<file path="src/rtl/cnn_weight_streamer.sv">
// Streams one contiguous weight image from a synchronous-read memory onto five
// per-conv channels; words are tagged with their segment and emitted 2 cycles after issue.
module cnn_weight_streamer #(
  parameter int DATA_WIDTH = 32,
  parameter int ADDR_WIDTH = 20,
  parameter int BASE_ADDR  = 0,
  parameter int LEN1       = 4096,
  parameter int LEN2       = 36864,
  parameter int LEN3       = 16384,
  parameter int LEN4       = 16384,
  parameter int LEN5       = 16384
) (
  input  logic                  clk,
  input  logic                  reset,
  input  logic                  start,
  input  logic                  hold,
  output logic                  mem_en,
  output logic [ADDR_WIDTH-1:0] mem_addr,
  input  logic [DATA_WIDTH-1:0] mem_rdata,
  output logic                  valid_weight_out1,
  output logic                  valid_weight_out2,
  output logic                  valid_weight_out3,
  output logic                  valid_weight_out4,
  output logic                  valid_weight_out5,
  output logic [DATA_WIDTH-1:0] weight_out1,
  output logic [DATA_WIDTH-1:0] weight_out2,
  output logic [DATA_WIDTH-1:0] weight_out3,
  output logic [DATA_WIDTH-1:0] weight_out4,
  output logic [DATA_WIDTH-1:0] weight_out5,
  output logic                  busy,
  output logic                  done
);

  function automatic int max_len();
    int m;
    m = LEN1;
    if (LEN2 > m) m = LEN2;
    if (LEN3 > m) m = LEN3;
    if (LEN4 > m) m = LEN4;
    if (LEN5 > m) m = LEN5;
    return m;
  endfunction

  localparam int CNT_W = $clog2(max_len()) + 1;

  typedef enum logic [1:0] {S_IDLE, S_READ, S_DRAIN, S_FIN} state_t;

  state_t                state_q;
  logic [ADDR_WIDTH-1:0] addr_q;
  logic [CNT_W-1:0]      cnt_q;
  logic [2:0]            seg_q;
  logic [2:0]            tag_p1_q;
  logic [4:0]            vld_p2_q;
  logic [DATA_WIDTH-1:0] data_p2_q;
  logic                  issue;

  function automatic logic [CNT_W-1:0] seg_last(input logic [2:0] seg);
    case (seg)
      3'd1:    seg_last = CNT_W'(LEN1 - 1);
      3'd2:    seg_last = CNT_W'(LEN2 - 1);
      3'd3:    seg_last = CNT_W'(LEN3 - 1);
      3'd4:    seg_last = CNT_W'(LEN4 - 1);
      default: seg_last = CNT_W'(LEN5 - 1);
    endcase
  endfunction

  function automatic logic [4:0] tag_onehot(input logic [2:0] tag);
    case (tag)
      3'd1:    tag_onehot = 5'b00001;
      3'd2:    tag_onehot = 5'b00010;
      3'd3:    tag_onehot = 5'b00100;
      3'd4:    tag_onehot = 5'b01000;
      3'd5:    tag_onehot = 5'b10000;
      default: tag_onehot = 5'b00000;
    endcase
  endfunction

  // hold gates the issue in the same cycle, so mem_en is a decode rather than a register
  assign issue    = (state_q == S_READ) && !hold;
  assign mem_en   = issue;
  assign mem_addr = addr_q;
  assign busy     = (state_q == S_READ) || (state_q == S_DRAIN);
  assign done     = (state_q == S_FIN);

  always_ff @(posedge clk) begin
    if (reset) begin
      state_q <= S_IDLE;
      addr_q  <= '0;
      cnt_q   <= '0;
      seg_q   <= '0;
    end else begin
      case (state_q)
        S_IDLE: begin
          if (start) begin
            state_q <= S_READ;
            addr_q  <= ADDR_WIDTH'(BASE_ADDR);
            cnt_q   <= '0;
            seg_q   <= 3'd1;
          end
        end
        S_READ: begin
          if (!hold) begin
            addr_q <= addr_q + ADDR_WIDTH'(1);
            if (cnt_q == seg_last(seg_q)) begin
              cnt_q <= '0;
              if (seg_q == 3'd5) state_q <= S_DRAIN;
              else               seg_q   <= seg_q + 3'd1;
            end else begin
              cnt_q <= cnt_q + CNT_W'(1);
            end
          end
        end
        S_DRAIN: begin
          if (tag_p1_q == 3'd0) state_q <= S_FIN;
        end
        S_FIN: state_q <= S_IDLE;
      endcase
    end
  end

  // p1: tag rides alongside the memory read; p2: capture read data and steer the valid
  always_ff @(posedge clk) begin
    if (reset) begin
      tag_p1_q  <= '0;
      vld_p2_q  <= '0;
      data_p2_q <= '0;
    end else begin
      tag_p1_q <= issue ? seg_q : 3'd0;
      vld_p2_q <= tag_onehot(tag_p1_q);
      if (tag_p1_q != 3'd0) data_p2_q <= mem_rdata;
    end
  end

  assign valid_weight_out1 = vld_p2_q[0];
  assign valid_weight_out2 = vld_p2_q[1];
  assign valid_weight_out3 = vld_p2_q[2];
  assign valid_weight_out4 = vld_p2_q[3];
  assign valid_weight_out5 = vld_p2_q[4];
  assign weight_out1       = data_p2_q;
  assign weight_out2       = data_p2_q;
  assign weight_out3       = data_p2_q;
  assign weight_out4       = data_p2_q;
  assign weight_out5       = data_p2_q;

endmodule

</file>
<file path="config.mk">
export PLATFORM = sky130hd
export DESIGN_NAME = cnn_weight_streamer
export DESIGN_NICKNAME = d
export VERILOG_FILES = /design/src/rtl/cnn_weight_streamer.sv
export SDC_FILE = /design/constraint.sdc
export NUM_CORES = 1
export LEC_CHECK = 0
export CAP_MARGIN = 20
export CORE_ASPECT_RATIO = 1.75
export CORE_MARGIN = 2
export CORE_UTILIZATION = 41
export CTS_CLUSTER_SIZE = 25
export DETAILED_ROUTE_END_ITERATION = 7
export MAX_ROUTING_LAYER = met4
export PLACE_DENSITY = 0.85
export SYNTH_ARGS = -nofsm -noshare
export SYNTH_HDL_FRONTEND = slang
export SYNTH_SLANG_ARGS = --single-unit
</file>
<file path="constraint.sdc">
create_clock -name clk -period 2.8 [get_ports clk]
set_input_delay 0.56 -clock clk [delete_from_list [all_inputs] [get_ports clk]]
set_output_delay 0.56 -clock clk [all_outputs]
set_load 0.03 [all_outputs]
</file>
==> impl_metrics.toml <==
[status]
status = "completed"

[placement]
dpl.hpwl_um = 9780
gp_congestion = 0.909
portBuffers = 223
dpl_cell_area_um2 = 6080

[pwr]
power_density_nw_per_um2 = 529
p_leak_nw = 2.13
peakVddDrop_v = 0.000336

[logic_synthesis]
synth_nets = 620
synthArstFlopShare_pct = 0
ys.flop_type = "dfxtp_1"
synth-seq-cells = 82
ys_types = 56
synth_edf_count = 0
synth_cells = 574
netlist_area_um2 = 4680
synth_seq_area_share_pct = 35.1
synth.avg_cell_area_um2 = 8.15
yosys_warnings = 0

[grt]
overflow = 0
grt_max_degree = 50
grt_pass1_vias = 4110
antenna_found_initial = 0
grtUsageTotal_pct = 20.5
grt_pass1_wl_um = 20200

[clock_tree]
clock_path_buffers = 2
clock-sinks = 82
clk_latency_ps = 330
cts_tree = "yes"
cts_resized = 0
ctsHoldBuffers = 0
cts_setup_buffers = 0
h-tree-depth = 3
numCtsBuffers = 9
cts_root_buf = "clkbuf_16"
cts.clk_slew.worst_paths_ps = 60

[floorplanning]
num_io_pins = 224
die_y_um = 145
num_rows = 51
coreArea_um2 = 11100
start_util_pct = 42.1
dieWidth_um = 84.7
dieArea_um2 = 12300

[worst_setup_path]
critPathMostFrequentCell = "inv_1"
cp.required_ps = 2240
start_kind = "flop"
critPathCaptureType = "primary output"
worstPathArrival_ps = 2010
rr_endpoint = "state_q[0]"
cp-startpoint = "state_q[1]"
path_max_fanout = 5
reg2regPathDepth = 6
crit_chain = "inv_1, ha_1, inv_1, nor2_1, clkdlybuf4s50_1"
ff2ff_setup_slack_ps = 420
worstSetupPathType = "flop to primary output"
reg2reg_from = "cnt_q[0]"
crit_path_end = "mem_en"
crit_slowest_cell = "clkdlybuf4s50_1"
slowest_delay_ps = 670

[run]
drv_cap = 0

[route]
vias = 4196
avgRoutedWirePerCell_um = 15.8
routed_via_density = 5.22
drcViolationCount = 0
wl_um = 12700
drtAntennaViolNets = 0
drt_pass1_iterations = 4
initialDrtViolationCount = 121

[cells_and_area]
num_antenna_cells = 0
drive_above_1_share_pct = 5.80
syn2layout_area_growth_pct = 36.1
final_common_cell = "clkdlybuf4s50_1"
final_area_um2 = 6360
mostFrequentLayoutCells = "222 x clkdlybuf4s50_1, 89 x nand2_1, 82 x dfxtp_1"
final_nets = 713

[sta]
setup_viol = 0
rsz0062_at_grt = "no"
drv_slew = 0
timing.setup.tns_ps = 0
fin_crit_sh_pct = 91.9
period_needed_ps = 2570
slew-limit-headroom_pct = 64.5
tightest_slew_ps = 532
fin_worst_skew_ps = 6.63
hold_viol = 0
max_freq_mhz = 388

[hold_path]
whs_path_depth = 2
hold_class = "flop to flop"
==> per-layer routing <==
metal	wire, um	vias up	GRT usage (%)
li1	-	2012	-
met1	4360	1968	18.9
met2	7030	189	37.4
met3	961	27	6.20
met4	346	0	9.92
met5	0	-	-
==> cell families (layout without fill, tap and decap cells) <==
group / Yosys count / in the layout / synth area share (%)
AOI/OAI and AO/OA: 83 / 83 / 11.0
and+or+nand+nor: 209 / 209 / 22.1
adders and majority gates: 10 / 10 / 2.68
DFF: 82 / 82 / 35.1
xor gates and xnor gates: 17 / 17 / 3.34
buffers and inverters: 164 / 262 / 23.8
muxes: 9 / 9 / 2.03
==> Yosys cell counts (all sizes together) (10+ instances only) <==
cell / instances / area share [%]
nand2: 89 / 7.1
nor2: 35 / 2.8
nor4: 12 / 1.9
inv: 14 / 1.1
a21oi: 48 / 5.1
clkbuf: 19 / 1.5
ha: 10 / 2.7
xnor2: 13 / 2.6
nand3: 23 / 2.8
buf: 131 / 21
dfxtp: 82 / 35
==> where the power goes <==
part / internal [mW] / switching (mW)
clock: 0.648 / 0.458
sequential: 1.21 / 0.0534
combinational: 0.384 / 0.617
==> through the flow <==
stage	setup slack (ps)	total power, mW	util, %	hold WS (ps)	instances
5_1_grt	101	3.53	57.3	533	804
3_5_place_dp	439	2.28	54.8	499	788
2_1_floorplan	753	1.98	-	448	574
3_3_place_gp	437	2.24	54.8	478	788
6_report	226	3.37	57.3	507	804
4_1_cts	209	3.39	57.3	511	804
==> worst max-delay path: cells and delay by family (launching register included) <==
family                     cells  cell delay [ps]
buffers and inverters          3              950
adders and majority gates      1              250
DFF                            1              340
and+or+nand+nor                1              130
==> worst min-delay path by stage <==
stage / startpoint / end / slack, ps
final: cnt_q[1] / cnt_q[1] / 510
after global routing: cnt_q[0] / cnt_q[0] / 530
after CTS: cnt_q[1] / cnt_q[1] / 510
after detailed placement: tag_p1_q[0] / vld_p2_q[1] / 500
after global placement: tag_p1_q[0] / vld_p2_q[1] / 480
after floorplan: tag_p1_q[0] / vld_p2_q[1] / 450
==> sequential cells by signal (all words and copies together) (netlist names) <==
signal and count:
tag_p1_q 3, cnt_q 17, vld_p2_q 5, state_q 2, seg_q 3, weight_out1 32
mem_addr 20
==> area by class of cell <==
class,instances,area (um^2)
timing repair buffer,232,2290
clock buffer,12,256
tap,132,165
fill,971,4740
sequential,82,1640
inverter,14,52.6
clock inverter,4,26.3
multi-input combinational,328,1930
Note: power is estimated with default switching activity, not from simulation.
